### src/rtl/mips_alu_md_pkg.sv
// rtl/mips_alu_md_pkg.sv - opcode and mul/div FSM encodings shared by the ALU slice
package mips_alu_pkg;

  localparam logic [3:0] ALU_AND   = 4'd0;
  localparam logic [3:0] ALU_OR    = 4'd1;
  localparam logic [3:0] ALU_ADD   = 4'd2;
  localparam logic [3:0] ALU_XOR   = 4'd3;
  localparam logic [3:0] ALU_SLL   = 4'd4;
  localparam logic [3:0] ALU_SRL   = 4'd5;
  localparam logic [3:0] ALU_SUB   = 4'd6;
  localparam logic [3:0] ALU_SLT   = 4'd7;
  localparam logic [3:0] ALU_SLTU  = 4'd8;
  localparam logic [3:0] ALU_SRA   = 4'd9;
  localparam logic [3:0] ALU_MULT  = 4'd10;
  localparam logic [3:0] ALU_MULTU = 4'd11;
  localparam logic [3:0] ALU_NOR   = 4'd12;
  localparam logic [3:0] ALU_DIV   = 4'd13;
  localparam logic [3:0] ALU_DIVU  = 4'd14;
  localparam logic [3:0] ALU_MFHL  = 4'd15;

  typedef enum logic [1:0] {
    ST_IDLE  = 2'd0,
    ST_BUSY  = 2'd1,
    ST_FIXUP = 2'd2
  } md_state_e;

  function automatic logic is_muldiv(input logic [3:0] op);
    return (op == ALU_MULT) || (op == ALU_MULTU) || (op == ALU_DIV) || (op == ALU_DIVU);
  endfunction

endpackage

### src/rtl/mips_alu_md_if.sv
// rtl/mips_alu_md_if.sv - EX-stage request/result bundle between pipeline and ALU
interface mips_alu_md_if #(parameter int WIDTH = 32);
  logic             in_valid;
  logic             in_ready;
  logic [3:0]       alu_ctrl;
  logic [WIDTH-1:0] in1;
  logic [WIDTH-1:0] in2;
  logic             out_valid;
  logic [WIDTH-1:0] alu_out;
  logic             zero;
  logic             cout;
  logic             ovf;
  logic [WIDTH-1:0] hi;
  logic [WIDTH-1:0] lo;

  modport master (
    output in_valid, alu_ctrl, in1, in2,
    input  in_ready, out_valid, alu_out, zero, cout, ovf, hi, lo
  );

  modport slave (
    input  in_valid, alu_ctrl, in1, in2,
    output in_ready, out_valid, alu_out, zero, cout, ovf, hi, lo
  );
endinterface

### src/rtl/mips_alu_md_muldiv_iter.sv
// rtl/mips_alu_md_muldiv_iter.sv - radix-2 multiply / restoring divide engine
module mips_muldiv_iter
  import mips_alu_pkg::*;
#(
  parameter int WIDTH = 32
) (
  input  logic             clk,
  input  logic             rst_n,
  input  logic             start_i,
  input  logic             is_div_i,
  input  logic             is_signed_i,
  input  logic [WIDTH-1:0] a_i,
  input  logic [WIDTH-1:0] b_i,
  output logic             idle_o,
  output logic             done_o,
  output logic [WIDTH-1:0] hi_o,
  output logic [WIDTH-1:0] lo_o
);

  localparam int CW = $clog2(WIDTH) + 1;

  md_state_e          state_q, state_d;
  logic [CW-1:0]      cnt_q;
  logic [2*WIDTH-1:0] acc_q, step_acc, prod;
  logic [WIDTH-1:0]   divisor_q, dividend_q;
  logic               div_q, neg_res_q, neg_rem_q, div0_q;
  logic               a_neg, b_neg, div_ge;
  logic [WIDTH:0]     mul_sum, div_shift;
  logic [WIDTH-1:0]   div_trial, quo, rem;

  assign a_neg = is_signed_i & a_i[WIDTH-1];
  assign b_neg = is_signed_i & b_i[WIDTH-1];

  always_ff @(posedge clk or negedge rst_n) begin
    if (!rst_n) state_q <= ST_IDLE;
    else        state_q <= state_d;
  end

  always_comb begin
    state_d = state_q;
    case (state_q)
      ST_IDLE:  if (start_i) state_d = ST_BUSY;
      ST_BUSY:  if (cnt_q == CW'(1)) state_d = ST_FIXUP;
      ST_FIXUP: state_d = ST_IDLE;
      default:  state_d = ST_IDLE;
    endcase
  end

  always_comb begin
    idle_o = (state_q == ST_IDLE);
    done_o = (state_q == ST_BUSY) && (cnt_q == CW'(1));
  end

  always_ff @(posedge clk or negedge rst_n) begin
    if (!rst_n) begin
      cnt_q      <= '0;
      acc_q      <= '0;
      divisor_q  <= '0;
      dividend_q <= '0;
      div_q      <= 1'b0;
      neg_res_q  <= 1'b0;
      neg_rem_q  <= 1'b0;
      div0_q     <= 1'b0;
    end else if (start_i && (state_q == ST_IDLE)) begin
      cnt_q      <= CW'(WIDTH);
      acc_q      <= {{WIDTH{1'b0}}, (a_neg ? -a_i : a_i)};
      divisor_q  <= b_neg ? -b_i : b_i;
      dividend_q <= a_i;
      div_q      <= is_div_i;
      neg_res_q  <= a_neg ^ b_neg;
      neg_rem_q  <= a_neg;
      div0_q     <= is_div_i && (b_i == '0);
    end else if (state_q == ST_BUSY) begin
      cnt_q <= cnt_q - CW'(1);
      acc_q <= step_acc;
    end
  end

  // The sign fixup is applied to the final step's value, so hi/lo land in the
  // top's registers on the edge that enters FIXUP and are presented during it.
  always_comb begin
    mul_sum   = {1'b0, acc_q[2*WIDTH-1:WIDTH]} + (acc_q[0] ? {1'b0, divisor_q} : '0);
    div_shift = {acc_q[2*WIDTH-1:WIDTH], acc_q[WIDTH-1]};
    div_ge    = div_shift >= {1'b0, divisor_q};
    div_trial = div_shift[WIDTH-1:0] - divisor_q;
    if (div_q) step_acc = {(div_ge ? div_trial : div_shift[WIDTH-1:0]), acc_q[WIDTH-2:0], div_ge};
    else       step_acc = {mul_sum, acc_q[WIDTH-1:1]};
    prod = neg_res_q ? -step_acc : step_acc;
    quo  = step_acc[WIDTH-1:0];
    rem  = step_acc[2*WIDTH-1:WIDTH];
    if (!div_q) begin
      hi_o = prod[2*WIDTH-1:WIDTH];
      lo_o = prod[WIDTH-1:0];
    end else if (div0_q) begin
      hi_o = dividend_q;
      lo_o = '1;
    end else begin
      hi_o = neg_rem_q ? -rem : rem;
      lo_o = neg_res_q ? -quo : quo;
    end
  end

endmodule

### src/rtl/mips_alu_md.sv
// rtl/mips_alu_md.sv - registered EX-stage ALU with iterative mul/div into HI/LO
module mips_alu_md
  import mips_alu_pkg::*;
#(
  parameter int WIDTH = 32,
  parameter int SHW   = $clog2(WIDTH)
) (
  input logic          clk,
  input logic          rst_n,
  mips_alu_md_if.slave bus
);

  logic             accept, md_start, md_idle, md_done, add_ovf, sub_ovf;
  logic [3:0]       op;
  logic [WIDTH-1:0] a, b, res, diff, md_hi, md_lo;
  logic [WIDTH:0]   sum;
  logic [SHW-1:0]   shamt;

  logic             out_valid_q, out_valid_d, zero_q, zero_d, cout_q, cout_d, ovf_q, ovf_d;
  logic [WIDTH-1:0] alu_out_q, alu_out_d, hi_q, hi_d, lo_q, lo_d;

  assign op       = bus.alu_ctrl;
  assign a        = bus.in1;
  assign b        = bus.in2;
  assign shamt    = a[SHW-1:0];
  assign accept   = bus.in_valid && md_idle;
  assign md_start = accept && is_muldiv(op);

  mips_muldiv_iter #(.WIDTH(WIDTH)) u_md (
    .clk         (clk),
    .rst_n       (rst_n),
    .start_i     (md_start),
    .is_div_i    ((op == ALU_DIV) || (op == ALU_DIVU)),
    .is_signed_i ((op == ALU_MULT) || (op == ALU_DIV)),
    .a_i         (a),
    .b_i         (b),
    .idle_o      (md_idle),
    .done_o      (md_done),
    .hi_o        (md_hi),
    .lo_o        (md_lo)
  );

  always_comb begin
    sum     = {1'b0, a} + {1'b0, b};
    diff    = a - b;
    add_ovf = (a[WIDTH-1] == b[WIDTH-1]) && (sum[WIDTH-1] != a[WIDTH-1]);
    sub_ovf = (a[WIDTH-1] != b[WIDTH-1]) && (diff[WIDTH-1] != a[WIDTH-1]);
    case (op)
      ALU_AND:  res = a & b;
      ALU_OR:   res = a | b;
      ALU_ADD:  res = sum[WIDTH-1:0];
      ALU_XOR:  res = a ^ b;
      ALU_SLL:  res = b << shamt;
      ALU_SRL:  res = b >> shamt;
      ALU_SUB:  res = diff;
      ALU_SLT:  res = {{(WIDTH-1){1'b0}}, ($signed(a) < $signed(b))};
      ALU_SLTU: res = {{(WIDTH-1){1'b0}}, (a < b)};
      ALU_SRA:  res = $signed(b) >>> shamt;
      ALU_NOR:  res = ~(a | b);
      ALU_MFHL: res = b[0] ? hi_q : lo_q;
      default:  res = '0;
    endcase
  end

  always_comb begin
    out_valid_d = 1'b0;
    alu_out_d   = alu_out_q;
    zero_d      = zero_q;
    cout_d      = cout_q;
    ovf_d       = ovf_q;
    hi_d        = hi_q;
    lo_d        = lo_q;
    if (md_done) begin
      out_valid_d = 1'b1;
      alu_out_d   = md_lo;
      zero_d      = (md_lo == '0);
      cout_d      = 1'b0;
      ovf_d       = 1'b0;
      hi_d        = md_hi;
      lo_d        = md_lo;
    end else if (accept && !is_muldiv(op)) begin
      out_valid_d = 1'b1;
      alu_out_d   = res;
      zero_d      = (res == '0);
      cout_d      = (op == ALU_ADD) && sum[WIDTH];
      ovf_d       = ((op == ALU_ADD) && add_ovf) || ((op == ALU_SUB) && sub_ovf);
    end
  end

  always_ff @(posedge clk or negedge rst_n) begin
    if (!rst_n) begin
      out_valid_q <= 1'b0;
      alu_out_q   <= '0;
      zero_q      <= 1'b1;
      cout_q      <= 1'b0;
      ovf_q       <= 1'b0;
      hi_q        <= '0;
      lo_q        <= '0;
    end else begin
      out_valid_q <= out_valid_d;
      alu_out_q   <= alu_out_d;
      zero_q      <= zero_d;
      cout_q      <= cout_d;
      ovf_q       <= ovf_d;
      hi_q        <= hi_d;
      lo_q        <= lo_d;
    end
  end

  assign bus.in_ready  = md_idle;
  assign bus.out_valid = out_valid_q;
  assign bus.alu_out   = alu_out_q;
  assign bus.zero      = zero_q;
  assign bus.cout      = cout_q;
  assign bus.ovf       = ovf_q;
  assign bus.hi        = hi_q;
  assign bus.lo        = lo_q;

endmodule

### src/flat_wrapper.sv
// flat-port wrapper written by rule: the top's interface ports become plain ports
module mips_alu_md_flat import mips_alu_pkg::*;
#(
  parameter int WIDTH = 32,
  parameter int SHW   = $clog2(WIDTH)
)
  (clk, rst_n, bus_in_valid, bus_alu_ctrl, bus_in1, bus_in2, bus_in_ready, bus_out_valid, bus_alu_out, bus_zero, bus_cout, bus_ovf, bus_hi, bus_lo);
  mips_alu_md_if #(.WIDTH(WIDTH)) bus_i ();
  input logic clk;
  input logic rst_n;
  input wire logic [$bits(bus_i.in_valid)-1:0] bus_in_valid;
  input wire logic [$bits(bus_i.alu_ctrl)-1:0] bus_alu_ctrl;
  input wire logic [$bits(bus_i.in1)-1:0] bus_in1;
  input wire logic [$bits(bus_i.in2)-1:0] bus_in2;
  output wire logic [$bits(bus_i.in_ready)-1:0] bus_in_ready;
  output wire logic [$bits(bus_i.out_valid)-1:0] bus_out_valid;
  output wire logic [$bits(bus_i.alu_out)-1:0] bus_alu_out;
  output wire logic [$bits(bus_i.zero)-1:0] bus_zero;
  output wire logic [$bits(bus_i.cout)-1:0] bus_cout;
  output wire logic [$bits(bus_i.ovf)-1:0] bus_ovf;
  output wire logic [$bits(bus_i.hi)-1:0] bus_hi;
  output wire logic [$bits(bus_i.lo)-1:0] bus_lo;
  assign bus_i.in_valid = bus_in_valid;
  assign bus_i.alu_ctrl = bus_alu_ctrl;
  assign bus_i.in1 = bus_in1;
  assign bus_i.in2 = bus_in2;
  assign bus_in_ready = bus_i.in_ready;
  assign bus_out_valid = bus_i.out_valid;
  assign bus_alu_out = bus_i.alu_out;
  assign bus_zero = bus_i.zero;
  assign bus_cout = bus_i.cout;
  assign bus_ovf = bus_i.ovf;
  assign bus_hi = bus_i.hi;
  assign bus_lo = bus_i.lo;
  mips_alu_md #(.WIDTH(WIDTH), .SHW(SHW)) u_core (.clk(clk), .rst_n(rst_n), .bus(bus_i));
endmodule
### config.mk
export PLATFORM = sky130hd
export DESIGN_NAME = mips_alu_md_flat
export DESIGN_NICKNAME = d
export VERILOG_FILES = /design/src/rtl/mips_alu_md_pkg.sv /design/src/rtl/mips_alu_md_if.sv /design/src/rtl/mips_alu_md_muldiv_iter.sv /design/src/rtl/mips_alu_md.sv /design/src/flat_wrapper.sv
export SDC_FILE = /design/constraint.sdc
export NUM_CORES = 1
export LEC_CHECK = 0
export ABC_AREA = 1
export BUFFER_PORTS_ARGS = -buffer_cell sky130_fd_sc_hd__buf_2
export CELL_PAD_IN_SITES_DETAIL_PLACEMENT = 1
export CELL_PAD_IN_SITES_GLOBAL_PLACEMENT = 2
export CORE_MARGIN = 2
export CORE_UTILIZATION = 36
export DETAILED_ROUTE_END_ITERATION = 10
export PLACE_DENSITY_LB_ADDON = 0.08
export SLEW_MARGIN = 30
export SYNTH_ARGS = -nofsm -noshare
export SYNTH_HDL_FRONTEND = slang
export SYNTH_SLANG_ARGS = --single-unit
### constraint.sdc
create_clock -name clk -period 6.8 [get_ports clk]
set_input_delay 0.34 -clock clk [delete_from_list [all_inputs] [get_ports clk]]
set_output_delay 0.34 -clock clk [all_outputs]
set_load 0.02 [all_outputs]
== After elaboration in Yosys (flattened, before gate mapping) ==
Cells that the tools add are included.

* Bits in registers: 240
* Bits in latches: 0
* Memory bits (writable): 0
* Bits in read-only memories: 0
* Input bits: 71
* Word-level logic and storage cells: 119
* Memories: 0

* $add $sub $neg: 10
* $mul: 0
* Div/mod/pow operators: 0
* Order comparisons: 3
* Equal/unequal tests: 23
* Shifts and indexed selects: 3
* Multiplexer cells: 31
* Bitwise operators: 7
* Reductions and logical operators: 26

{| class="wikitable"
|+ Operator list
! cell !! count
|-
| $mux 32 || 13
|-
| $pmux 32 s12 || 1
|-
| $mux 64 || 4
|-
| $neg 32->32 || 4
|-
| $logic_not 32->1 || 3
|-
| $add 32x32->33 || 2
|-
| $lt 32x32->1 || 2
|-
| $neg 64->64 || 1
|-
| $sub 32x32->32 || 2
|-
| $ge 33x32->1 || 1
|-
| $and 32x32->32 || 1
|-
| $eq 4x4->1 const B || 8
|-
| $not 32->32 || 1
|-
| $or 32x32->32 || 1
|-
| $shl 32x5->32 || 1
|-
| $shr 32x5->32 || 1
|-
| $sshr 32x5->32 || 1
|-
| $xor 32x32->32 || 1
|-
| $eq 4x3->1 const B || 4
|-
| $mux 6 || 2
|-
| $logic_and 1x1->1 || 11
|-
| $eq 4x2->1 const B || 2
|-
| $mux 1 || 8
|-
| $eq 6x1->1 const B || 1
|-
| other kinds (17) || 27
|}

== Longest topological paths before layout ==
* Depth in word-level cells: 9
* Gate-level depth with buffers: 31

== Hierarchy ==
From an unflattened synthesis, not the netlist that was laid out.

* Cell total of the unflattened synthesis: 5791
* Area total of the unflattened synthesis: 32100.8 um2

{| class="wikitable"
|+ By module, submodules not included
! module !! times used !! cells an instance !! area each (um2) !! seq. area each (um2)
|-
| mips_muldiv_iter || 1 || 2951 || 17015.1 || 3503.4
|-
| mips_alu_md || 1 || 2840 || 15085.7 || 2503.7
|}

== Worst setup path after synthesis ==
OpenSTA, ideal clock, no wires.

* Path type: register to register
* From: register u_core.u_md.acc_q[61]
* To: register u_core.hi_q[26] (netlist: u_core.bus.hi[26])
* Arrival: 3.145 ns
* Setup slack: 3.538 ns
* Cell stages (with the launch flop): 26
* Buffers on the path: 1
* Cell sequence: dfrtp_1 ha_1 nand2_1 inv_1 nand3_1 nor2_1 nand2_1 nand3_2 nor2_8 nand2_4 buf_6 nand3b_1 nand3_1 inv_2 ha_1 inv_1 nor2_1 nand2_1 o21ai_1 nand2_1 inv_2 nand3_1 nand3_1 nand2_1 nand2_1 nand2_1

* Longest elaborated chain between the ends: 7
* Elaborated cells on any way between the ends: 9
* Those cells by class: add/sub: 2; order compare: 1; mux: 6

{| class="wikitable"
|+ RTL lines
! what !! RTL line !! RTL
|-
| from (decl) || mips_alu_md_muldiv_iter.sv:24 || <nowiki>logic [2*WIDTH-1:0] acc_q, step_acc, prod;</nowiki>
|-
| from (signal assigned) || mips_alu_md_muldiv_iter.sv:66 || <nowiki>acc_q <= {{WIDTH{1'b0}}, (a_neg ? -a_i : a_i)};</nowiki>
|-
| from (signal assigned) || mips_alu_md_muldiv_iter.sv:75 || <nowiki>acc_q <= step_acc;</nowiki>
|-
| $ge 33x32->1 (*) || mips_alu_md_muldiv_iter.sv:84 || <nowiki>div_ge = div_shift >= {1'b0, divisor_q};</nowiki>
|-
| $mux 32 || mips_alu_md_muldiv_iter.sv:86 || <nowiki>if (div_q) step_acc = {(div_ge ? div_trial : div_shift[WIDTH-1:0]), acc_q[WIDTH-2:0], div_ge};</nowiki>
|-
| $mux 64 (*) || mips_alu_md_muldiv_iter.sv:86 ||
|-
| $neg 32->32 || mips_alu_md_muldiv_iter.sv:98 || <nowiki>hi_o = neg_rem_q ? -rem : rem;</nowiki>
|-
| $mux 32 || mips_alu_md_muldiv_iter.sv:98 ||
|-
| $mux 32 || mips_alu_md_muldiv_iter.sv:94 || <nowiki>end else if (div0_q) begin</nowiki>
|-
| $mux 32 (*) || mips_alu_md_muldiv_iter.sv:91 || <nowiki>if (!div_q) begin</nowiki>
|-
| to (signal assigned) || mips_alu_md.sv:105 || <nowiki>hi_q <= hi_d;</nowiki>
|-
| to (decl) || mips_alu_md.sv:20 || <nowiki>logic [WIDTH-1:0] alu_out_q, alu_out_d, hi_q, hi_d, lo_q, lo_d;</nowiki>
|}

Mark *: on every way between the ends. The rest lies on a longest branch, timed or not.
A chain may end at the register's enable or synchronous reset.

== Final worst setup path ==
* From: register u_core.u_md.acc_q[50]
* To: register u_core.lo_q[24] (netlist: u_core.bus.lo[24])

* Longest elaborated chain between the ends: 6
* Elaborated cells on any way between the ends: 8
* Those cells by class: add/sub: 2; order compare: 1; mux: 5

{| class="wikitable"
|+ RTL lines
! what !! RTL line !! RTL
|-
| $ge 33x32->1 (*) || mips_alu_md_muldiv_iter.sv:84 ||
|-
| $mux 64 (*) || mips_alu_md_muldiv_iter.sv:86 ||
|-
| $neg 32->32 || mips_alu_md_muldiv_iter.sv:99 || <nowiki>lo_o = neg_res_q ? -quo : quo;</nowiki>
|-
| $mux 32 || mips_alu_md_muldiv_iter.sv:99 ||
|-
| $mux 32 || mips_alu_md_muldiv_iter.sv:94 ||
|-
| $mux 32 (*) || mips_alu_md_muldiv_iter.sv:91 ||
|-
| to (signal assigned) || mips_alu_md.sv:106 || <nowiki>lo_q <= lo_d;</nowiki>
|-
| to (decl) || mips_alu_md.sv:20 ||
|}

Marks and branches as above.

==> summary.txt <==
Route
  – WL final: 190000 µm
  – DRT iter0 DRCs: ~4100
  – TritonRoute pass-1 iters: 6
  – Vias: approximately 38000
  – ANT nets after route: 0
  – Vias per cell: 5.95
  – Drt wl/cell: ~30 µm
  – DRC: 0

CTS
  – Max clock buf depth: 3
  – Sink Count: 240
  – CTS clock-pin slew for the worst setup and hold paths: 0.06 ns
  – H-tree depth: 2
  – CTS tree: built
  – TritonCTS Buffers: 34
  – Worst skew pair latency: between 0.5 and 0.6 ns
  – Clock Root Buffer: clkbuf_16
  – Post-CTS setup buffers: 0

STA
  – Final Hold Fails: 0
  – Worst slew margin: between 20 and 25%
  – Tcrit/Tclk final: between 70% and 80%
  – RSZ-0062 raised after global routing: no
  – Final TNS setup: 0 ns
  – Min cycle time layout: 5.12 ns
  – Fmax: between 150 and 200 MHz
  – Max-slew violations: 0
  – Final setup fails: 0
  – Least-Margin Pin Slew: about 1.2 ns
  – Setup clock skew after layout: ~0.053 ns

Power
  – Net Sw Frac: 60.8%
  – Clock network fraction of total power: between 10% and 20%
  – Sequential Power Share: a little under a fifth
  – Pwr dens: 432 mW/mm²
  – Leakage: between 0.015 and 0.02 µW
  – Tot Pwr: 14400 µW
  – Max IR drop VDD: 0.000254 V
  – Net Switching: between 8000 and 9000 µW
  – Gate power share: 68.9%
  – Power Internal: about 5600 µW

Worst hold path
  – Hold Crit Start: bus_in1[9]
  – Hold endpoint: u_core.u_md.dividend_q[9]
  – Hold Crit Class: in2reg
  – Hold Crit Depth: 3

Logic synthesis
  – Post-synth ARST share: between 90% and 100%
  – Syn Nets: between 5000 and 6000
  – Post-synth EDFFs: 0
  – #FFs+latches synth: 240
  – Main synth FF type: dfrtp_1
  – Cell Area, Synth: 0.0303 mm²
  – Synth warn: 0
  – Netlist cell types: 68
  – Post-synthesis area per instance: 5.73 µm²
  – Post-Synthesis Cells: approximately 5300
  – Sequential element share of the synthesized area: 19.8%

Final layout
  – Area growth from synthesis to layout: 9.87%
  – Fillers: about 12000
  – Core Util, Final: between 30% and 40%
  – Area of the multi-input gates: between 0.02 and 0.025 mm²
  – Nets: roughly 5600
  – Sequential Area: 0.00601 mm²
  – Layout cells sized above 1: under 10%

Setup path
  – CP arrival: 5.49 ns
  – Origin of the critical flop-to-flop path: u_core.u_md.acc_q[50]
  – Setup CP Type: reg2reg
  – R2R setup slack: between 1.5 and 2 ns
  – Crit start category: flop
  – Max FO, Critical Path: 25
  – Critical path endpoint category: flop
  – FF-to-FF path depth: 17
  – CP Data Required Time: 7.17 ns
  – Reg2Reg Capture Point: u_core.bus.lo[24]

Flow run
  – Total of max-cap violations: 0

Floorplanning
  – Die width: ~290 µm
  – I/O Pins: 172
  – Die area: around 0.087 mm²
  – Die height: just under 300 µm
  – Cell Rows: approximately 110
  – Initial Utilization: about 36%
  – Placeable Area: 0.0836 mm²

GRT
  – Vias in the first global route: ~38000
  – Grt ovf: 0
  – Largest net degree at the start of global routing: approximately 130
  – Tot GR Track Use: a little over two fifths
  – Initial antenna violation count: 13
  – Global-route wire length before repair: between 200000 and 300000 µm

Run status
  – Outcome: finished, final reports clean

Placed design
  – Routability Congestion: 1.08
  – IO Port Bufs: approximately 170
  – Hpwl dp: about 160000 µm
per-layer routing:
layer / global-route usage, % / up-vias / part of all wire, %
met3: 7.28 / 516 / 7.7
li1: - / 17400 / -
met5: 0 / - / 0.025
met1: 54.5 / 18700 / 41
met2: 65.8 / 1786 / 43
met4: 31.9 / 6 / 8.8
cell usage after synthesis, types with 29 or more instances:
| library cell | n | area, µm² |
|---|---|---|
| o21ai_0 | 516 | 2580 |
| clkbuf_1 | 127 | 477 |
| nor3_1 | 57 | 285 |
| nor2_1 | 513 | 1930 |
| ha_1 | 165 | 2060 |
| o22ai_1 | 38 | 238 |
| a21oi_1 | 311 | 1560 |
| buf_2 | 29 | 145 |
| nand3_1 | 404 | 2020 |
| nand4_1 | 88 | 551 |
| buf_1 | 37 | 139 |
| dfrtp_1 | 239 | 5980 |
| inv_1 | 703 | 2640 |
| nand2_1 | 1601 | 6010 |
| xor2_1 | 51 | 447 |
per-stage QoR:
| step | setup slack (ns) | hold slack [ns] | instance area, µm² | instances |
|---|---|---|---|---|
| after detailed placement | 1.86 | 0.356 | 32200 | 6393 |
| after floorplan | 3.54 | 0.0444 | 30300 | 5289 |
| after CTS | 1.80 | 0.128 | 33300 | 6453 |
| after global routing | 1.36 | 0.168 | 33300 | 6453 |
| after global placement | 1.91 | 0.349 | 32100 | 6392 |
| final | 1.68 | 0.158 | 33300 | 6459 |
placed cells by master, fill, tap and decap left out, types with 28 or more instances in the layout:
master	netlist	layout
nand3_1	404	404
nor3_1	57	56
nor2_1	513	507
nand3b_1	28	28
inv_1	703	701
ha_1	165	165
a21oi_1	311	311
dfrtp_1	239	237
nand2_1	1601	1601
o22ai_1	38	38
xor2_1	51	51
clkbuf_16	0	35
nand4_1	88	88
buf_4	4	55
o21ai_0	516	513
buf_2	29	170
cell type report:
cell class / count / area share, %
diodes: 6 / 0.0451
well taps: 1080 / 4.06
clock inverters: 13 / 0.477
flip-flops and latches: 240 / 18.1
repair buffers: 230 / 4.05
inverters: 736 / 8.30
clock buffers: 46 / 2.87
multi-input cells: 4108 / 62.1
worst max-delay path by stage:
stage                                from                 to  cells after the start
floorplan           u_core.u_md.acc_q[61]  u_core.bus.hi[26]                     25
global placement    u_core.u_md.acc_q[51]  u_core.bus.hi[10]                     21
detailed placement  u_core.u_md.acc_q[50]  u_core.bus.hi[10]                     21
CTS                 u_core.u_md.acc_q[51]  u_core.bus.lo[24]                     17
global route        u_core.u_md.acc_q[49]  u_core.bus.lo[26]                     19
finish              u_core.u_md.acc_q[50]  u_core.bus.lo[24]                     17
flip-flops by register name, summed over array words and instances, names as in the netlist:
signal / flops
u_core.u_md.acc_q: 64
u_core.bus.alu_out: 32
u_core.bus.hi: 32
u_core.bus.lo: 32
u_core.u_md.dividend_q: 32
u_core.u_md.divisor_q: 32
u_core.u_md.cnt_q: 6
u_core.u_md.state_q: 2
u_core.bus.cout: 1
u_core.bus.out_valid: 1
u_core.bus.ovf: 1
u_core.bus.zero: 1
u_core.u_md.div0_q: 1
u_core.u_md.div_q: 1
u_core.u_md.neg_rem_q: 1
u_core.u_md.neg_res_q: 1
critical path, cell delays in order, from the launching register on:
cell and delay, ns:
dfrtp_1 0.44, ha_1 0.41, nand2_2 0.12, inv_2 0.04, nand2_1 0.06, nand2_1 0.09, nand2_1 0.08, nand2_1 0.07
nand2_1 0.08, nand3_2 0.11, nor2_8 0.46, nand3_2 0.34, nand2_1 0.74, nand4_1 0.38, o21ai_0 0.35, nor2_1 0.09
o21ai_0 0.82, o21ai_0 0.21
timing repair:
| item | 4_1_cts | 5_1_grt |
|---|---|---|
| endpoints found under the hold margin | 60 | 0 |
| gates resized for setup | 0 | 0 |
| hold buffers | 1 | 0 |
cell families after synthesis:
logic type / Yosys count / synth area share (%)
flops: 240 / 19.8
fa+ha+maj: 169 / 7.08
buf+inv: 941 / 12.0
simple gates: 2808 / 39.6
compound gates: 1065 / 19.5
xor+xnor: 55 / 1.59
mux: 11 / 0.363
power by group through the flow:
stage               Sequential [µW]  Combinational [µW]  Clock [µW]
finish                         2610                9900        1860
global route                   2660               10700        1930
CTS                            2590                9700        1870
detailed placement             2610                9650           0
global placement               2590                9550           0
floorplan                      2560                6000           0
Power figures use the tool's default switching activity.
